[config.mk]
export PLATFORM = sky130hd
export DESIGN_NAME = counter_driver
export DESIGN_NICKNAME = d
export VERILOG_FILES = /design/src/rtl/counter_driver_pkg.sv /design/src/rtl/step_counter.sv /design/src/rtl/counter_driver.sv
export SDC_FILE = /design/constraint.sdc
export NUM_CORES = 1
export LEC_CHECK = 0
export CORE_MARGIN = 4
export CORE_UTILIZATION = 45
export CTS_CLUSTER_DIAMETER = 60
export DETAILED_ROUTE_END_ITERATION = 7
export GPL_TIMING_DRIVEN = 0
export PLACE_DENSITY = 0.8
export SLEW_MARGIN = 0
export SYNTH_ARGS = -nofsm -noshare
export SYNTH_HDL_FRONTEND = slang
export SYNTH_SLANG_ARGS = --single-unit
[constraint.sdc]
create_clock -name clk_in -period 3.5 [get_ports clk_in]
set_clock_uncertainty 0.1 [all_clocks]
set_input_delay 0.7 -clock clk_in [delete_from_list [all_inputs] [get_ports clk_in]]
set_output_delay 0.7 -clock clk_in [all_outputs]
set_load 0.01 [all_outputs]
[src/rtl/counter_driver_pkg.sv]
// counter_driver_pkg
//   Shared definitions for the counter command driver:
//   - default data / step widths
//   - command opcode encoding
//   - FSM state encoding
//   - small constant helper used to size the command argument bus
package counter_driver_pkg;

    // Default widths for the counter data path and the step-count argument.
    localparam int DEF_WIDTH  = 8;
    localparam int DEF_STEP_W = 8;

    // Command opcodes carried on cmd_op_in.
    localparam logic [1:0] OP_LOAD = 2'b00;
    localparam logic [1:0] OP_UP   = 2'b01;
    localparam logic [1:0] OP_DOWN = 2'b10;
    localparam logic [1:0] OP_RSVD = 2'b11;

    // Driver sequencing states.
    typedef enum logic [2:0] {
        ST_IDLE   = 3'd0,
        ST_LOAD   = 3'd1,
        ST_RUN    = 3'd2,
        ST_SETTLE = 3'd3,
        ST_DONE   = 3'd4
    } state_t;

    // Larger of two integers; used to size the shared argument bus.
    function automatic int max_int(input int a, input int b);
        return (a > b) ? a : b;
    endfunction

endpackage

[src/rtl/step_counter.sv]
// step_counter
//   Loadable down-counter that measures the length of the RUN phase.
//   The count is loaded with the requested number of steps when a command
//   is accepted and decremented once per RUN cycle. 'last' is high while
//   the count equals one, i.e. during the final RUN cycle.
//
// Ports:
//   clk       clock, rising edge
//   rst       asynchronous active-high reset
//   load      load load_val (has priority over dec)
//   load_val  step count to load
//   dec       decrement by one
//   last      count == 1
module step_counter #(
    parameter int STEP_W = 8
) (
    input  logic              clk,
    input  logic              rst,
    input  logic              load,
    input  logic [STEP_W-1:0] load_val,
    input  logic              dec,
    output logic              last
);

    localparam logic [STEP_W-1:0] ONE = STEP_W'(1);

    logic [STEP_W-1:0] count_reg;
    logic [STEP_W-1:0] count_next;

    always_comb begin
        count_next = count_reg;
        if (load) begin
            count_next = load_val;
        end else if (dec) begin
            count_next = count_reg - ONE;
        end
    end

    always_ff @(posedge clk or posedge rst) begin
        if (rst) begin
            count_reg <= '0;
        end else begin
            count_reg <= count_next;
        end
    end

    assign last = (count_reg == ONE);

endmodule

[src/rtl/counter_driver.sv]
// counter_driver
//   Command-driven master for an up/down counter. Accepts LOAD, COUNT_UP
//   and COUNT_DOWN commands over a valid/ready handshake, sequences the
//   counter control pins cycle-accurately, then reports the resulting
//   count and whether the counter flagged an overflow along the way.
//
//   Sequence after the accept edge (cycle T = accept cycle):
//     LOAD       : set in T+1, settle T+2, done T+3
//     UP/DOWN N  : en in T+1..T+N, settle T+N+1, done T+N+2
//     UP/DOWN 0  : settle T+1, done T+2
//     reserved   : done + err in T+1
//
// Ports:
//   clk_in, rst_in     clock (rising edge) / asynchronous active-high reset
//   cmd_valid_in       command present
//   cmd_ready_out      block idle and able to accept
//   cmd_op_in          opcode (LOAD / UP / DOWN / reserved)
//   cmd_arg_in         load value (low WIDTH bits) or step count (low STEP_W bits)
//   en_ctrl_out        counter enable
//   set_ctrl_out       counter synchronous load
//   up_ctrl_out        counter direction, 1 = up
//   counter_val_out    counter load value (last LOAD value)
//   cnt_q_in           counter current value
//   cnt_ovf_in         counter overflow flag
//   done_out           one-cycle completion pulse
//   result_out         count sampled at completion, held
//   ovf_seen_out       overflow seen during last command, held
//   err_out            one-cycle pulse with done_out for reserved opcode
module counter_driver
    import counter_driver_pkg::*;
#(
    parameter int  WIDTH  = DEF_WIDTH,
    parameter int  STEP_W = DEF_STEP_W,
    localparam int ARG_W  = max_int(WIDTH, STEP_W)
) (
    input  logic             clk_in,
    input  logic             rst_in,
    input  logic             cmd_valid_in,
    output logic             cmd_ready_out,
    input  logic [1:0]       cmd_op_in,
    input  logic [ARG_W-1:0] cmd_arg_in,
    output logic             en_ctrl_out,
    output logic             set_ctrl_out,
    output logic             up_ctrl_out,
    output logic [WIDTH-1:0] counter_val_out,
    input  logic [WIDTH-1:0] cnt_q_in,
    input  logic             cnt_ovf_in,
    output logic             done_out,
    output logic [WIDTH-1:0] result_out,
    output logic             ovf_seen_out,
    output logic             err_out
);

    // ------------------------------------------------------------------
    // State and datapath registers
    // ------------------------------------------------------------------
    state_t            state_reg;
    state_t            state_next;
    logic [1:0]        op_reg;
    logic [1:0]        op_next;
    logic              first_run_reg;
    logic              first_run_next;
    logic              ovf_acc_reg;
    logic              ovf_acc_next;

    // Output registers
    logic              ready_reg,     ready_next;
    logic              en_reg,        en_next;
    logic              set_reg,       set_next;
    logic              up_reg,        up_next;
    logic [WIDTH-1:0]  val_reg,       val_next;
    logic              done_reg,      done_next;
    logic [WIDTH-1:0]  result_reg,    result_next;
    logic              ovf_seen_reg,  ovf_seen_next;
    logic              err_reg,       err_next;

    // ------------------------------------------------------------------
    // Handshake and argument decode
    // ------------------------------------------------------------------
    logic              accept;
    logic [STEP_W-1:0] steps_arg;
    logic              steps_zero;
    logic [1:0]        eff_op;
    logic              step_last;

    // ready is registered and only high in IDLE, so accept implies IDLE.
    assign accept     = cmd_valid_in & ready_reg;
    assign steps_arg  = cmd_arg_in[STEP_W-1:0];
    assign steps_zero = (steps_arg == '0);

    // Outputs are registered from the next state, so on the accept edge the
    // opcode has not reached op_reg yet; take it from the bus in that case.
    assign eff_op = accept ? cmd_op_in : op_reg;

    // RUN length counter: loaded on every accept, only consulted in RUN.
    step_counter #(
        .STEP_W (STEP_W)
    ) u_step_counter (
        .clk      (clk_in),
        .rst      (rst_in),
        .load     (accept),
        .load_val (steps_arg),
        .dec      (state_reg == ST_RUN),
        .last     (step_last)
    );

    // ------------------------------------------------------------------
    // FSM process 1: state register
    // ------------------------------------------------------------------
    always_ff @(posedge clk_in or posedge rst_in) begin
        if (rst_in) begin
            state_reg <= ST_IDLE;
        end else begin
            state_reg <= state_next;
        end
    end

    // ------------------------------------------------------------------
    // FSM process 2: next-state logic
    // ------------------------------------------------------------------
    always_comb begin
        state_next = state_reg;
        case (state_reg)
            ST_IDLE: begin
                if (accept) begin
                    case (cmd_op_in)
                        OP_LOAD: state_next = ST_LOAD;
                        OP_UP,
                        OP_DOWN: state_next = steps_zero ? ST_SETTLE : ST_RUN;
                        default: state_next = ST_DONE;
                    endcase
                end
            end
            ST_LOAD:   state_next = ST_SETTLE;
            ST_RUN:    state_next = step_last ? ST_SETTLE : ST_RUN;
            ST_SETTLE: state_next = ST_DONE;
            ST_DONE:   state_next = ST_IDLE;
            default:   state_next = ST_IDLE;
        endcase
    end

    // ------------------------------------------------------------------
    // FSM process 3: output / datapath next values
    // Every output is decoded from state_next and registered, so a pin
    // is high exactly during the cycles spent in the matching state.
    // ------------------------------------------------------------------
    always_comb begin
        ready_next     = (state_next == ST_IDLE);
        en_next        = (state_next == ST_RUN);
        set_next       = (state_next == ST_LOAD);
        up_next        = (state_next == ST_RUN) && (eff_op == OP_UP);
        done_next      = (state_next == ST_DONE);
        err_next       = (state_next == ST_DONE) && (eff_op == OP_RSVD);

        op_next        = accept ? cmd_op_in : op_reg;

        // The load value stays on the pins until the next LOAD command.
        val_next       = val_reg;
        if (accept && (cmd_op_in == OP_LOAD)) begin
            val_next = cmd_arg_in[WIDTH-1:0];
        end

        // The first RUN cycle still shows the counter's flag from before
        // the command started, so it is excluded from the overflow OR.
        first_run_next = first_run_reg;
        if (accept) begin
            first_run_next = 1'b1;
        end else if (state_reg == ST_RUN) begin
            first_run_next = 1'b0;
        end

        ovf_acc_next   = ovf_acc_reg;
        if (accept) begin
            ovf_acc_next = 1'b0;
        end else if ((state_reg == ST_RUN) && !first_run_reg) begin
            ovf_acc_next = ovf_acc_reg | cnt_ovf_in;
        end else if (state_reg == ST_SETTLE) begin
            ovf_acc_next = ovf_acc_reg | cnt_ovf_in;
        end

        // Count is captured at the end of SETTLE so it appears in DONE.
        // A reserved op skips SETTLE, leaving the previous result intact.
        result_next    = result_reg;
        if (state_reg == ST_SETTLE) begin
            result_next = cnt_q_in;
        end

        ovf_seen_next  = ovf_seen_reg;
        if (state_next == ST_DONE) begin
            ovf_seen_next = ovf_acc_next;
        end
    end

    // ------------------------------------------------------------------
    // Output and datapath registers
    // ------------------------------------------------------------------
    always_ff @(posedge clk_in or posedge rst_in) begin
        if (rst_in) begin
            ready_reg     <= 1'b0;
            en_reg        <= 1'b0;
            set_reg       <= 1'b0;
            up_reg        <= 1'b0;
            val_reg       <= '0;
            done_reg      <= 1'b0;
            result_reg    <= '0;
            ovf_seen_reg  <= 1'b0;
            err_reg       <= 1'b0;
            op_reg        <= OP_LOAD;
            first_run_reg <= 1'b0;
            ovf_acc_reg   <= 1'b0;
        end else begin
            ready_reg     <= ready_next;
            en_reg        <= en_next;
            set_reg       <= set_next;
            up_reg        <= up_next;
            val_reg       <= val_next;
            done_reg      <= done_next;
            result_reg    <= result_next;
            ovf_seen_reg  <= ovf_seen_next;
            err_reg       <= err_next;
            op_reg        <= op_next;
            first_run_reg <= first_run_next;
            ovf_acc_reg   <= ovf_acc_next;
        end
    end

    assign cmd_ready_out   = ready_reg;
    assign en_ctrl_out     = en_reg;
    assign set_ctrl_out    = set_reg;
    assign up_ctrl_out     = up_reg;
    assign counter_val_out = val_reg;
    assign done_out        = done_reg;
    assign result_out      = result_reg;
    assign ovf_seen_out    = ovf_seen_reg;
    assign err_out         = err_reg;

endmodule

==> metrics <==
status finished, final reports clean; Yosys reg bits 38; NetSw 605.4 uW; WP data required about 3.6 ns; final-report setup violation count 0; crit path launch type input port; Worst EP arrival around 2.4 ns; final routed DRC violation total 0; HPWL after DPL 2758 um; reg2reg path depth 5; post_cts resized 0; Worst-Margin Slew between 0.7 and 0.8 ns; Root Buffer clkbuf_8; Cell variety after synth 34; core area 0.003661 mm2; drt pass-1 iters 4; Initial Util 0.4641; clock network power share 0.166; HP Class register to register; DRT iter0 DRCs 95; area grow syn2layout 34.83%; GRT Total Usage 0.1653; Int Power around 1.2 mW; via count 1,317; Post-synth EDFFs 0; Sw Share 0.3328; Final Max Tran Viols 0; CTS H-Tree Depth 2; post-CTS setup buffer count 0; cell area after synthesis around 0.0017 mm2; final-report hold violation count 0; Die Span Y 69.45 um; most common cell after layout, fill and taps aside clkdlybuf4s50_1; combinational share of power 0.418; antenna violations before repair 0; vias per cell 5.289; Max Clk Rate 0.4261 GHz; RSZ-0062 raised after global routing no; dominant synthesized flop cell dfrtp_1; r2r setup slk 1.69 ns; fillers 289; first-pass GRT wire length 6382 um; WS Path Type input port to register; sequential area share after synthesis 0.5596; pre-CTS setup slack just under 0.9 ns; Setup WS post-layout 1.153 ns; Die Span X 69.45 um; layout cell share with drive strength beyond 1 0.1443; final instance area 0.002291 mm2; Clock Latency Late Sink 0.29 ns; Worst-path clk slew 0.07 ns; routed len/inst 14.65 um; R2R Path Start cmd_ready_out; worst-path maximum fanout 7; antenna cells 0; gpl congestion 0.8810; Post-Syn Nets between 150 and 200; grt total ovfl 0; end of the critical path ovf_seen_out; most frequent cells in the layout clkdlybuf4s50_1 (44), dfrtp_1 (38), mux2_2 (16); number of hold buffers added after cts 0; yosys synthesis warning count 0; I/O Buffers 44; Crit. Startpoint cmd_valid_in; Slew Limit Headroom 0.4790; Final Critical Period 2.347 ns; Async S/R FF share, synth 1.000; crit share post-route 0.6706; power per cell area 793.9 mW/mm2; Die Area 0.004823 mm2; Setup Total Neg Slack 0 ns; vias in the first global route between 1k and 1.5k; reg-to-reg endpoint ovf_seen_out; io pins 45; Reg power frac 0.416; Syn Area/Cell 11.40 um2; VDD IR max approximately 0.45 mV; CTS Buf Count 5; Critical Path End Type register; Max Buffers Root-to-Sink 2; row count 22; MaxCap Viol Count 0; largest net degree at the start of global routing 39; Clock Sinks 38; total power 1.819 mW; Placement Cell Area 0.002200 mm2; CTS tree built; Leakage 0.9863 nW; Mapped Cells approximately 150; Routed Wire Length 3647 um; ANT nets after route 0; Nets 226; Core Util, Final 0.6258
## routing by layer
metal	wire, um	share of wire	vias up	global-route usage
met5	0	0	-	0
met4	59	0.016	0	0.05206
met3	292	0.080	9	0.06667
met2	1861	0.51	65	0.2807
met1	1434	0.39	628	0.1900
li1	-	-	615	-
## through the flow
stage,cells,hold WS [ns]
floorplan,149,0.3677
global placement,241,0.3825
detailed placement,241,0.3890
CTS,249,0.4087
global route,249,0.4376
finish,249,0.4036
## kinds of logic after synthesis
logic type               count (synthesis)  synth area share
flip-flops                              38            0.5596
AO/OA/AOI/OAI                           21           0.07143
adder cells (fa/ha/maj)                  4           0.02946
AND/OR/NAND/NOR                         47            0.1473
multiplexers                            18            0.1186
XOR/XNOR                                 6           0.03093
buffers and inverters                   15           0.04271
## cells in the mapped netlist (all sizes together) (4+ instances only)
master	n	area [um2]
inv	10	37.54
nand2	14	55.06
ha	4	50.05
nor2	11	41.29
xor2	5	43.79
dfrtp	38	950.9
o21ai	11	55.05
a21oi	4	20.02
nand3	4	20.02
mux2	17	191.4
## worst max-delay path, stage by stage
cell	delay [ns]
clkdlybuf4s50_1	0.53
and2_1	0.14
clkbuf_1	0.26
nand3_1	0.16
o31a_1	0.31
mux2_1	0.32
## power by group through the flow
stage          combinational [mW]  sequential [mW]  clock [mW]
4_1_cts                     0.767            0.757       0.314
5_1_grt                     0.830            0.785       0.333
3_3_place_gp                0.732            0.746           0
2_1_floorplan               0.361            0.796           0
6_report                    0.760            0.756       0.303
3_5_place_dp                0.762            0.762           0
## cell type report
cell class              count  area (um2)  share of cell area
flip-flops and latches     38       950.9              0.4151
multi-input cells          96       675.6              0.2949
repair buffers             44       440.4              0.1922
clock buffers               7       86.33             0.03768
well taps                  48       60.06             0.02622
inverters                  10       37.54             0.01638
plain buffers               5       35.03             0.01529
clock inverters             1       5.005            0.002185
## worst min-delay path by stage
stage / slack [ns] / from / to / cells past startpoint
4_1_cts: 0.41 / counter_val_out[3] / counter_val_out[3] / 1
3_5_place_dp: 0.39 / ovf_seen_out / ovf_seen_out / 1
6_report: 0.40 / ovf_seen_out / ovf_seen_out / 1
2_1_floorplan: 0.37 / ovf_acc_reg / ovf_acc_reg / 2
5_1_grt: 0.44 / counter_val_out[3] / counter_val_out[3] / 1
3_3_place_gp: 0.38 / ovf_seen_out / ovf_seen_out / 1
No activity file was read; power rests on OpenSTA's default activity.
